===== src/rtl/vga_timing_gen.sv =====
// vga_timing_gen: programmable VGA raster timing generator.
//
// Produces active-area coordinates, pixel-valid, polarity-adjusted sync
// outputs, line/frame start markers and a wrapping frame counter. Timing is
// reprogrammable through a one-deep valid/ready config slot; a pending config
// only becomes live on the frame-wrap cycle, so a frame is never split
// between two timing sets.
//
// Ports
//   clk, rst            clock; asynchronous active-low reset
//   cfg_{h,v}_{act,fp,sw,bp}, cfg_{hs,vs}_pol, cfg_valid   config offer
//   cfg_ready           config slot empty
//   cfg_err             one-cycle pulse: offered config rejected
//   pix_x, pix_y, pix_v active-area coordinate / valid
//   hs, vs              sync outputs, polarity applied
//   line_start, frame_start   one-cycle markers
//   frame_id            frame counter, wraps at FRAMES
module vga_timing_gen #(
   parameter int pA     = 10,
   parameter int fA     = 32,
   parameter int FRAMES = 275625,
   parameter int H_ACT  = 640,
   parameter int H_FP   = 16,
   parameter int H_SW   = 96,
   parameter int H_BP   = 48,
   parameter int V_ACT  = 480,
   parameter int V_FP   = 10,
   parameter int V_SW   = 2,
   parameter int V_BP   = 33,
   parameter bit HS_POL = 1'b0,
   parameter bit VS_POL = 1'b0
) (
   input  logic          clk,
   input  logic          rst,
   input  logic [pA-1:0] cfg_h_act,
   input  logic [pA-1:0] cfg_h_fp,
   input  logic [pA-1:0] cfg_h_sw,
   input  logic [pA-1:0] cfg_h_bp,
   input  logic [pA-1:0] cfg_v_act,
   input  logic [pA-1:0] cfg_v_fp,
   input  logic [pA-1:0] cfg_v_sw,
   input  logic [pA-1:0] cfg_v_bp,
   input  logic          cfg_hs_pol,
   input  logic          cfg_vs_pol,
   input  logic          cfg_valid,
   output logic          cfg_ready,
   output logic          cfg_err,
   output logic [pA-1:0] pix_x,
   output logic [pA-1:0] pix_y,
   output logic          pix_v,
   output logic          hs,
   output logic          vs,
   output logic          line_start,
   output logic          frame_start,
   output logic [fA-1:0] frame_id
);

   typedef struct packed {
      logic [pA-1:0] act;
      logic [pA-1:0] fp;
      logic [pA-1:0] sw;
      logic [pA-1:0] bp;
   } axis_t;

   typedef struct packed {
      axis_t h;
      axis_t v;
      logic  hs_pol;
      logic  vs_pol;
   } tset_t;

   localparam logic [pA+1:0] ONE     = (pA+2)'(1);
   localparam logic [pA+1:0] CNT_MAX = (pA+2)'((64'd1 << pA) - 64'd1);
   localparam logic [fA-1:0] FID_MAX = fA'(FRAMES - 1);
   localparam tset_t RST_SET = '{
      h: '{pA'(H_ACT), pA'(H_FP), pA'(H_SW), pA'(H_BP)},
      v: '{pA'(V_ACT), pA'(V_FP), pA'(V_SW), pA'(V_BP)},
      hs_pol: HS_POL, vs_pol: VS_POL};

   // Sums are widened by two bits so four pA-bit fields cannot overflow.
   function automatic logic [pA+1:0] ext(input logic [pA-1:0] a);
      return {2'b00, a};
   endfunction

   function automatic logic [pA+1:0] total(input axis_t a);
      return ext(a.act) + ext(a.fp) + ext(a.sw) + ext(a.bp);
   endfunction

   function automatic logic axis_ok(input axis_t a);
      return (a.act != '0) && (a.sw != '0) && (total(a) <= CNT_MAX);
   endfunction

   function automatic logic in_sync(input logic [pA-1:0] c, input axis_t a);
      return (ext(c) >= ext(a.act) + ext(a.fp)) &&
             (ext(c) <  ext(a.act) + ext(a.fp) + ext(a.sw));
   endfunction

   tset_t         live_q, pend_q, cfg_in;
   logic          pend_vld_q, run_q, err_q;
   logic [pA-1:0] h_cnt_q, h_cnt_d, v_cnt_q, v_cnt_d;
   logic [fA-1:0] fid_q, fid_d;
   logic          h_wrap, v_wrap, f_wrap, cfg_acc, cfg_ok;
   logic          pix_v_q, pix_v_d, hs_q, hs_d, vs_q, vs_d;
   logic          ls_q, ls_d, fs_q, fs_d;
   logic [pA-1:0] px_q, px_d, py_q, py_d;

   always_comb begin
      cfg_in  = '{h: '{cfg_h_act, cfg_h_fp, cfg_h_sw, cfg_h_bp},
                  v: '{cfg_v_act, cfg_v_fp, cfg_v_sw, cfg_v_bp},
                  hs_pol: cfg_hs_pol, vs_pol: cfg_vs_pol};
      cfg_acc = cfg_valid && !pend_vld_q;
      cfg_ok  = axis_ok(cfg_in.h) && axis_ok(cfg_in.v);

      h_wrap  = (ext(h_cnt_q) + ONE) == total(live_q.h);
      v_wrap  = (ext(v_cnt_q) + ONE) == total(live_q.v);
      f_wrap  = h_wrap && v_wrap;

      h_cnt_d = h_wrap ? '0 : h_cnt_q + 1'b1;
      v_cnt_d = v_cnt_q;
      if (h_wrap) v_cnt_d = v_wrap ? '0 : v_cnt_q + 1'b1;
      fid_d   = fid_q;
      if (f_wrap) fid_d = (fid_q == FID_MAX) ? '0 : fid_q + 1'b1;

      // Output stage decodes the current counter state; registered below.
      pix_v_d = (h_cnt_q < live_q.h.act) && (v_cnt_q < live_q.v.act);
      px_d    = pix_v_d ? h_cnt_q : '0;
      py_d    = pix_v_d ? v_cnt_q : '0;
      hs_d    = in_sync(h_cnt_q, live_q.h) ~^ live_q.hs_pol;
      vs_d    = in_sync(v_cnt_q, live_q.v) ~^ live_q.vs_pol;
      ls_d    = (h_cnt_q == '0);
      fs_d    = (h_cnt_q == '0) && (v_cnt_q == '0);
   end

   always_ff @(posedge clk or negedge rst) begin
      if (!rst) begin
         run_q      <= 1'b0;
         h_cnt_q    <= '0;
         v_cnt_q    <= '0;
         fid_q      <= '0;
         live_q     <= RST_SET;
         pend_q     <= RST_SET;
         pend_vld_q <= 1'b0;
         err_q      <= 1'b0;
         pix_v_q    <= 1'b0;
         px_q       <= '0;
         py_q       <= '0;
         hs_q       <= ~HS_POL;
         vs_q       <= ~VS_POL;
         ls_q       <= 1'b0;
         fs_q       <= 1'b0;
      end else begin
         // First edge after release only arms the counters, so the 0,0
         // pixel appears on the outputs after the second edge.
         run_q <= 1'b1;
         if (run_q) begin
            h_cnt_q <= h_cnt_d;
            v_cnt_q <= v_cnt_d;
            fid_q   <= fid_d;
            pix_v_q <= pix_v_d;
            px_q    <= px_d;
            py_q    <= py_d;
            hs_q    <= hs_d;
            vs_q    <= vs_d;
            ls_q    <= ls_d;
            fs_q    <= fs_d;
            if (f_wrap && pend_vld_q) begin
               live_q     <= pend_q;
               pend_vld_q <= 1'b0;
            end
         end
         // Acceptance needs an empty slot, so it never collides with apply.
         err_q <= cfg_acc && !cfg_ok;
         if (cfg_acc && cfg_ok) begin
            pend_q     <= cfg_in;
            pend_vld_q <= 1'b1;
         end
      end
   end

   assign cfg_ready   = !pend_vld_q;
   assign cfg_err     = err_q;
   assign pix_v       = pix_v_q;
   assign pix_x       = px_q;
   assign pix_y       = py_q;
   assign hs          = hs_q;
   assign vs          = vs_q;
   assign line_start  = ls_q;
   assign frame_start = fs_q;
   assign frame_id    = fid_q;

endmodule


===== config.mk =====
export PLATFORM = sky130hd
export DESIGN_NAME = vga_timing_gen
export DESIGN_NICKNAME = d
export VERILOG_FILES = /design/src/rtl/vga_timing_gen.sv
export SDC_FILE = /design/constraint.sdc
export NUM_CORES = 1
export LEC_CHECK = 0
export BUFFER_PORTS_ARGS = -buffer_cell sky130_fd_sc_hd__buf_2
export CAP_MARGIN = 20
export CELL_PAD_IN_SITES_DETAIL_PLACEMENT = 0
export CELL_PAD_IN_SITES_GLOBAL_PLACEMENT = 1
export CORE_ASPECT_RATIO = 1.5
export CORE_MARGIN = 10
export CORE_UTILIZATION = 44
export CTS_CLUSTER_SIZE = 40
export DETAILED_ROUTE_END_ITERATION = 6
export PLACE_DENSITY = 0.79
export RECOVER_POWER = 25
export SLEW_MARGIN = 20
export SYNTH_ARGS = -nofsm -noshare
export SYNTH_HDL_FRONTEND = slang
export SYNTH_SLANG_ARGS = --single-unit

===== constraint.sdc =====
create_clock -name clk -period 5.8 [get_ports clk]
set_input_delay 0.29 -clock clk [delete_from_list [all_inputs] [get_ports clk]]
set_output_delay 0.29 -clock clk [all_outputs]
set_load 0.005 [all_outputs]

# [After elaboration in Yosys (flattened, before gate mapping)]
# Index checks and enable logic that the tools add are counted.
[word_totals] regBits=244 out_inout_bits=59 ram_bits=0 latch_bits=0 romBits=0 memories=0 elab_cells=99
[op_classes] n_shift=0 n_reduce_logical=28 multipliers=0 n_mux=8 n_eq_ne=3 order_cmp=8 n_bitwise=2 add_sub_neg=17 div=0
[ops] op="$add A11 B10 Y12" count=4
[ops] op="$add A12 B10 Y12" count=4
[ops] op="$add A10 B10 Y11" count=4
[ops] op="$mux W10" count=4
[ops] op="$reduce_bool A10 Y1" count=4
[ops] op="$add A32 B1 Y32 const B" count=1
[ops] op="$eq A32 B19 Y1 const B" count=1
[ops] op="$mux W32" count=1
[ops] op="$eq A11 B12 Y1" count=2
[ops] op="$ge A10 B12 Y1" count=2
[ops] op="$le A12 B10 Y1 const B" count=2
[ops] op="$lt A10 B12 Y1" count=2
[ops] op="$add A10 B1 Y11 const B" count=2
[ops] op="$add A10 B1 Y10 const B" count=2
[ops] op="$logic_not A10 Y1" count=2
[ops] op="$lt A10 B10 Y1" count=2
[ops] op="$logic_and A1 B1 Y1" count=14
[ops] op="$reduce_and A2 Y1" count=4
[ops] op="$reduce_bool A2 Y1" count=2
[ops] op="$mux W1" count=3
[ops] op="$logic_not A1 Y1" count=2
[ops] op="$xnor A1 B1 Y1" count=2

# [Depth between registers and ports, before layout]
# Gate-level depths: netlist (run 1).
[logic_depth] ltp_word=9 depth_mapped=27

# [Least setup slack after synthesis (run 1)]
# Ideal clock, no wire load.
[synth_timing] kind="register to register" start="reg live_q[72] in the netlist's numbering" end="reg live_q[0] in the netlist's numbering" path_stages_with_launch=26 setup_slack_ns=0.273 arrival_time_ns=5.401 period_less_slack_ns=5.527 t_required_ns=5.675 setup_ns=0.125 cell_sequence="dfrtp_1 ha_1 inv_1 fa_1 nor2b_1 o21ai_0 a21oi_1 nor2_1 xnor2_1 ha_1 or2_2 o22a_1 o21a_1 and2_1 nor2_1 ha_1 inv_1 o32a_1 o211ai_1 nand2_1 xnor3_1 or4_1 a211oi_2 nand3_4 buf_6 mux2_4"
[synth_between] elab_chain_cells=7
[synth_lines] element="from (decl)" line_no="98" text="tset_t live_q, pend_q, cfg_in;"
[synth_lines] element="from (signal assigned)" line_no="167" text="live_q <= pend_q;"
[synth_lines] element="$add A10 B10 Y11" line_no="86" text="return ext(a.act) + ext(a.fp) + ext(a.sw) + ext(a.bp);"
[synth_lines] element="$add A11 B10 Y12" line_no="86"
[synth_lines] element="$add A12 B10 Y12" line_no="86"
[synth_lines] element="$eq A11 B12 Y1" line_no="114" text="h_wrap = (ext(h_cnt_q) + ONE) == total(live_q.h);"
[synth_lines] element="$logic_and A1 B1 Y1" line_no="116" text="f_wrap = h_wrap && v_wrap;"
[synth_lines] element="$logic_and A1 B1 Y1" line_no="166" text="if (f_wrap && pend_vld_q) begin"
[synth_lines] element="$reduce_and A2 Y1 (no source line)"
# Every way passes these cells.
# A chain may end at the register's enable or synchronous reset.

# [Final worst setup path (run 1)]
[layout_timing] start="reg live_q[72] in the netlist's numbering" end="reg live_q[34] in the netlist's numbering"
# The elaborated chain is that of the path after synthesis.

==> results of run 1 <==
==> timing repair <==
action                                  4_1_cts  5_1_grt
hold endpoints to repair                    100        0
pin swaps                                     1       23
hold buffers                                  5        0
buffers inserted                              2       11
resized for setup                             1       41
cloned                                        0        5
endpoints found under the setup margin       82      135
==> synthesized netlist by cell type (4+ instances only) <==
cell / n
or4_1: 5
o31a_1: 5
mux2_2: 85
buf_6: 8
a21o_1: 35
o21ai_0: 55
nand2_1: 40
and3_1: 20
nor4_1: 36
dfrtp_1: 210
nand4_1: 18
and2_1: 10
or3_1: 8
xor2_1: 35
a31oi_1: 6
xnor2_1: 68
nor2b_1: 13
ha_1: 144
fa_1: 46
a21oi_1: 50
nand3_1: 35
o211a_1: 4
nor2_1: 59
mux2_4: 80
dfstp_2: 34
o31ai_1: 15
o32ai_1: 20
inv_1: 128
o2bb2ai_1: 7
o21bai_1: 14
o22ai_1: 10
o41ai_1: 4
o21a_1: 16
a22o_1: 5
nor3_1: 22
o211ai_1: 5
a211oi_1: 10
nand2b_1: 15
clkbuf_1: 35
or2_2: 4
==> registers in the layout, summed over array words and instances (netlist names), 10 cells and up <==
signal    flops
frame_id     32
pix_x        10
pend_q       82
h_cnt_q      10
pix_y        10
v_cnt_q      10
live_q       82
==> cells by family (layout without fill, tap and decap cells) <==
| kind of cell | count (synthesis) | count (layout) | share of synthesized area, % |
|---|---|---|---|
| compound gates | 287 | 287 | 12.2 |
| simple gates | 302 | 302 | 10.0 |
| buf+inv | 174 | 365 | 4.39 |
| fa+ha+maj | 190 | 190 | 16.7 |
| mux | 166 | 166 | 13.3 |
| flops | 244 | 244 | 37.7 |
| xor+xnor | 105 | 105 | 5.77 |
| other cells | 1 | 1 | 0.0230 |
==> per-stage QoR <==
step                      cell area (µm²)  setup TNS (ps)  std cells  utilization [%]  hold slack (ps)
after CTS                           18600            -322       2128             50.6             6.10
after detailed placement            17700           -1080       2076             48.2              355
final                               18900               0       2144             51.6             25.6
after global placement              17700               0       2076             48.2              351
after global routing                18900           -2430       2144             51.6             19.4
after floorplan                     16300               0       1469                -            -5.59
==> report_power, final <==
group	internal (mW)	switching (mW)	total (mW)	leakage [nW]
combinational	3.05	3.54	6.59	5.47
sequential	2.35	0.478	2.83	3.23
clock	0.971	0.697	1.67	0.415
total	6.37	4.71	11.1	9.12
==> layout by cell type (no fill, tap or decap), types with 33 or more instances in the layout <==
master,count
dfrtp_1,210
ha_1,139
inv_1,128
buf_2,114
mux2_2,85
mux2_4,80
xnor2_1,67
nor2_1,58
o21ai_0,51
fa_1,45
a21oi_1,41
nand2_1,40
nor4_1,36
a21o_1,35
xor2_1,35
nand3_1,34
dfstp_2,34
buf_4,34
clkbuf_1,33
==> final cells by class <==
type	instances	area, µm²
Clock inverter	12	150
Timing Repair Buffer	192	1210
Tap cell	484	606
Inverter	128	480
Sequential cell	244	6150
Fill cell	3279	17800
Multi-Input combinational cell	1051	9640
Clock buffer	33	686
==> final timing paths <==
kind,from,end,slack [ps]
worst max-delay path,live_q[72]$_DFFE_PN0P_,live_q[34]$_DFFE_PN0P_,220
worst min-delay path,cfg_v_bp[8],pend_q[10]$_DFFE_PN0P_,30
worst max register to register,live_q[72]$_DFFE_PN0P_,live_q[34]$_DFFE_PN0P_,220
worst min register to register,pend_q[3]$_DFFE_PN0P_,live_q[3]$_DFFE_PN0P_,500
max in group asynchronous,rst,frame_id[6]$_DFFE_PN0P_,1260
min in group asynchronous,rst,pend_q[42]$_DFFE_PN0P_,1920
==> layer usage <==
layer	part of all wire (%)	global-route usage [%]
met1	44	21.7
met2	49	28.3
met3	4.1	2.45
met4	2.4	5.10
met5	0	0
==> reports/metrics.cfg, run 1 <==
[outcome]
outcome=complete, but fails checks
violations=max-capacitance violations, max-slew violations

[timing]
hold_viol=0
relSlewSlack_pct=-200
finalWorstSetupSlack_ps=217
period_minus_slack_ps=5580
max_freq_mhz=179
post-route-period-util_pct=96.3
setup_violations=0
rsz0062_at_grt=yes
tightest_slew_ps=4490
fin_worst_skew_ps=18.0
drv_slew=99

[grt]
grt_max_degree=147
track_usage_pct=16.8
grt_pass1_vias=12300
grt-ovfl-total=0
grt_first_pass_wirelength_um=63200
antenna_found_initial=0

[clock_tree]
clk_pin_slew_ps=60
cts_tree=yes
cts_root_buf=clkbuf_16
clk_latency_ps=540
clockBufferDepth=3
cts-buffers-inserted=25
clock_sinks=244
htree_levels=1

[critical_path]
worst-path-stages=26
cp_slowest_cell=or4_4
critPathKind=reg2reg
arrival_ps=6000
start_kind=flip-flop
worstPathMaxFanout=19
slowest_delay_ps=460
critPathRequiredTime_ps=6220
r2r_cells=26
crit_family=compound AO/OA/AOI/OAI gates
cp_num_buf_inv=3
endpoint_kind=flip-flop

[power]
power.density_nw_per_um2=586
peakVddDrop_uv=495
p_leak_nw=9.12
power_mw=11.1

[floorplanning]
std_cell_rows=86
die_x_um=177
fp.dieH_um=256
core-area_um2=36700
ios=144
initial_core_util_pct=44.5
dieArea_um2=45400

[route]
vias=11700
antenna_left=0
vias_per_cell=5.45
detail_route.first_pass.iterations=5
wl_um=39100
drc_errors=0
wl_per_cell_um=18.3
drt-initial-drc-count=611

[logic_synthesis]
synth_area_per_cell_um2=11.1
ys.flop_type=dfrtp_1
synth_fp_nets=1744
syn_inst=1469
yosysUniqueCellTypes=75
ys_warn_count=0
synth_edf_count=0
synth_top_area_share_pct=32.2
synth_area_leader_cell=dfrtp_1
synth_seq_cells=244
yosysSeqAreaShare_pct=37.7
synthTopCellsByArea=dfrtp_1 32%, ha_1 11%, mux2_4 7.4%
synthArstFlopShare_pct=100
syn_area_um2=16300

[placement]
dp_hpwl_um=29800
io_buffers=143
pre_cts_slack_ps=-30.7
gp_congestion=0.843

[flow_run]
cap_violations=1

[min_path]
hold_path_depth=2
holdCritPathClass=in2reg

[final_layout]
area_delta_synth_final_pct=15.9
layout-drive-gt1-share_pct=26.9
nets=1917
diodes=0

Note: power is estimated with default switching activity, not from simulation.
==> run 2: changes to the inputs <==
--- a/config.mk
+++ b/config.mk
@@ -5,13 +5,14 @@
 export SDC_FILE = /design/constraint.sdc
 export NUM_CORES = 1
 export LEC_CHECK = 0
+export ABC_AREA = 1
 export BUFFER_PORTS_ARGS = -buffer_cell sky130_fd_sc_hd__buf_2
 export CAP_MARGIN = 20
 export CELL_PAD_IN_SITES_DETAIL_PLACEMENT = 0
 export CELL_PAD_IN_SITES_GLOBAL_PLACEMENT = 1
 export CORE_ASPECT_RATIO = 1.5
 export CORE_MARGIN = 10
-export CORE_UTILIZATION = 44
+export CORE_UTILIZATION = 41
 export CTS_CLUSTER_SIZE = 40
 export DETAILED_ROUTE_END_ITERATION = 6
 export PLACE_DENSITY = 0.79
==> reports/metrics.cfg, run 2 <==
[outcome]
outcome=complete, but fails checks
violations=max-capacitance violations, max-slew violations

[timing]
period_minus_slack_ps=5180  ; -399 ps
drv_slew=75  ; -24%
rsz0062_at_grt=no
setup_violations=0  ; unchanged
hold_viol=0  ; unchanged
tightest_slew_ps=4090  ; -405 ps
post-route-period-util_pct=89.4  ; -6.9 points
fin_setup_tns_ps=0  ; unchanged
max_freq_mhz=193  ; +7.7%
fin_worst_skew_ps=28.0  ; +10.0 ps
relSlewSlack_pct=-173  ; +27 points

[final_layout]
nets=2687  ; +40%
area_delta_synth_final_pct=13.4
diodes=0  ; unchanged
layout-drive-gt1-share_pct=8.47  ; -18 points
fill_cells=4293  ; +31%
mostFrequentLayoutCell=nand2_1
final_cell_mix=695 x nand2_1, 311 x inv_1, 208 x dfrtp_1
final_core_util_pct=47.0  ; -4.6 points

[floorplanning]
die_x_um=188  ; +6.1%
dieArea_um2=51100  ; +13%
fp.dieH_um=272  ; +6.3%
initial_core_util_pct=41.4  ; -3.1 points
std_cell_rows=92  ; +7.0%
core-area_um2=41900  ; +14%
ios=144  ; unchanged

[flow_run]
cap_violations=1  ; unchanged

[route]
wl_per_cell_um=16.5  ; -9.7%
detail_route.first_pass.iterations=5  ; unchanged
vias_per_cell=5.08  ; -6.8%
wl_um=49400  ; +26%
antenna_left=0  ; unchanged
drt-initial-drc-count=814  ; +33%
drc_errors=0  ; unchanged
vias=15200  ; +30%

[critical_path]
endpoint_kind=flip-flop
worstPathMaxFanout=32  ; +13
critPathRequiredTime_ps=6280  ; +60 ps
slowest_delay_ps=400  ; -60 ps
critPathKind=reg2reg
start_kind=flip-flop
crit_top_cell=nand2_1
arrival_ps=5670  ; -330 ps
cp_slowest_cell=dfrtp_1

[power]
p_int_mw=3.73  ; -41%
p_comb_share_pct=29.9  ; -30 points
seqPwrFrac_pct=41.0  ; +15 points
pwr-share-clk_pct=29.1  ; +14 points
peakVddDrop_uv=196  ; -60%
power.density_nw_per_um2=298  ; -49%
switching_power_mw=2.13  ; -55%
p_sw_share_pct=36.3  ; -6.2 points
p_leak_nw=10.1  ; +11%

[clock_tree]
cts_tree=yes
clk_pin_slew_ps=60  ; about the same
cts_root_buf=clkbuf_16
clk_latency_ps=570  ; +30 ps
cts-buffers-inserted=27  ; +8.0%
clockBufferDepth=3  ; unchanged
htree_levels=1  ; unchanged
clock_sinks=244  ; unchanged

[logic_synthesis]
ys_warn_count=0  ; unchanged
yosysUniqueCellTypes=46  ; -39%
synth_edf_count=0  ; unchanged
syn_inst=2269  ; +54%
synth_area_per_cell_um2=7.65  ; -31%
synthArstFlopShare_pct=100  ; unchanged
synth_seq_cells=244  ; unchanged
syn_area_um2=17400  ; +6.3%
synth_top_area_share_pct=30.3  ; -1.9 points
yosys-top-cells-count=695 x nand2_1, 311 x inv_1, 210 x dfrtp_1
yosysSeqAreaShare_pct=35.4  ; -2.2 points
synthTopCellsByArea=dfrtp_1 30%, nand2_1 15%, ha_1 10%
ys.flop_type=dfrtp_1
synth_fp_nets=2544  ; +46%
synth_area_leader_cell=dfrtp_1
synth.most_common_cell=nand2_1

[grt]
track_usage_pct=18.9  ; +2.1 points
grt_first_pass_wirelength_um=79700  ; +26%
grt_pass1_vias=15400  ; +25%
antenna_found_initial=0  ; unchanged
grt_max_degree=171  ; +16%
grt-ovfl-total=0  ; unchanged

[placement]
gp_congestion=0.919  ; +9.1%
dp_hpwl_um=38700  ; +30%
io_buffers=143  ; unchanged

[min_path]
holdCritPathClass=in2reg

==> run 2: changes by cell type after synthesis, moves of 40 or more <==
cell     previous run  this run
inv_1             128       311
o21ai_0            55       139
mux2_4             80         0
nand3_1            35       109
nand2_1            40       695
nor2_1             59       106
mux2_2             85         0
xnor2_1            68        28
nand4_1            18       134
==> run 2: path summary, 6_finish.rpt <==
kind / from / endpoint / slack (ps) / cells after the start
max in group asynchronous: rst / pend_q[62]$_DFFE_PN0P_ / 1750 / 3
setup reg to reg: live_q[74]$_DFFE_PN0P_ / frame_id[4]$_DFFE_PN0P_ / 620 / 32
setup / recovery: live_q[74]$_DFFE_PN0P_ / frame_id[4]$_DFFE_PN0P_ / 620 / 32
min in group asynchronous: rst / pend_q[32]$_DFFE_PN0P_ / 1710 / 2
hold / removal: cfg_h_bp[4] / pend_q[46]$_DFFE_PN1P_ / 20 / 3
hold reg to reg: live_q[2]$_DFFE_PN1P_ / live_q[2]$_DFFE_PN1P_ / 480 / 2
==> run 2: worst max-delay path: cells and delay by family, from the launching register on <==
family                     cells  cell delay (ps)
AOI/OAI and AO/OA              4              540
xor gates and xnor gates       2              390
and+or+nand+nor               17             2130
buffers and inverters          6              620
DFF                            1              400
adders and majority gates      3             1040
==> run 2: kinds of logic after synthesis <==
logic type      synth area share [%]
simple gates                    28.3
buf+inv                         9.16
compound gates                  8.21
flops                           35.4
fa+ha+maj                       15.7
xor+xnor                        3.22
other cells                   0.0216
==> run 2: power groups by stage <==
stage / registers (mW) / logic [mW] / clock network, mW
after detailed placement: 2.43 / 1.76 / 0
after global placement: 2.42 / 1.72 / 0
after global routing: 2.45 / 2.03 / 1.82
after floorplan: 2.32 / 1.24 / 0
after CTS: 2.40 / 1.78 / 1.76
final: 2.41 / 1.75 / 1.70
==> run 2: timing repair <==
action,in CTS,in global routing
endpoints found under the setup margin,0,87
gates resized for setup,0,2
hold buffers,30,0
buffers inserted,0,3
endpoints found under the hold margin,94,0
==> run 2: area by class of cell <==
| type | count | area [µm²] | area share, % |
|---|---|---|---|
| repair buffers | 189 | 1140 | 5.80 |
| flip-flops and latches | 244 | 6150 | 31.3 |
| well taps | 564 | 706 | 3.59 |
| clock inverters | 14 | 116 | 0.591 |
| inverters | 315 | 1180 | 6.01 |
| multi-input cells | 1635 | 9630 | 48.9 |
| clock buffers | 36 | 749 | 3.81 |
==> run 2: per-layer routing <==
metal | wire, µm | vias to the layer above | share of wire (%) | GRT usage [%]
li1 | - | 7684 | - | -
met1 | 20800 | 7183 | 42 | 22.3
met2 | 25200 | 275 | 51 | 34.1
met3 | 1800 | 77 | 3.6 | 2.67
met4 | 1700 | 0 | 3.4 | 7.01
met5 | 0 | - | 0 | 0
==> run 2: stage by stage <==
step | area, µm² | power [mW] | cells | setup WS, ps | hold WS (ps)
3_5_place_dp | 18500 | 4.19 | 2914 | 489 | 303
4_1_cts | 19700 | 5.94 | 2994 | 420 | 1.85
5_1_grt | 19700 | 6.30 | 2997 | 11.1 | 16.8
2_1_floorplan | 17400 | 3.56 | 2269 | 1390 | -5.59
6_report | 19700 | 5.86 | 2997 | 615 | 23.7
3_3_place_gp | 18500 | 4.13 | 2914 | 529 | 300
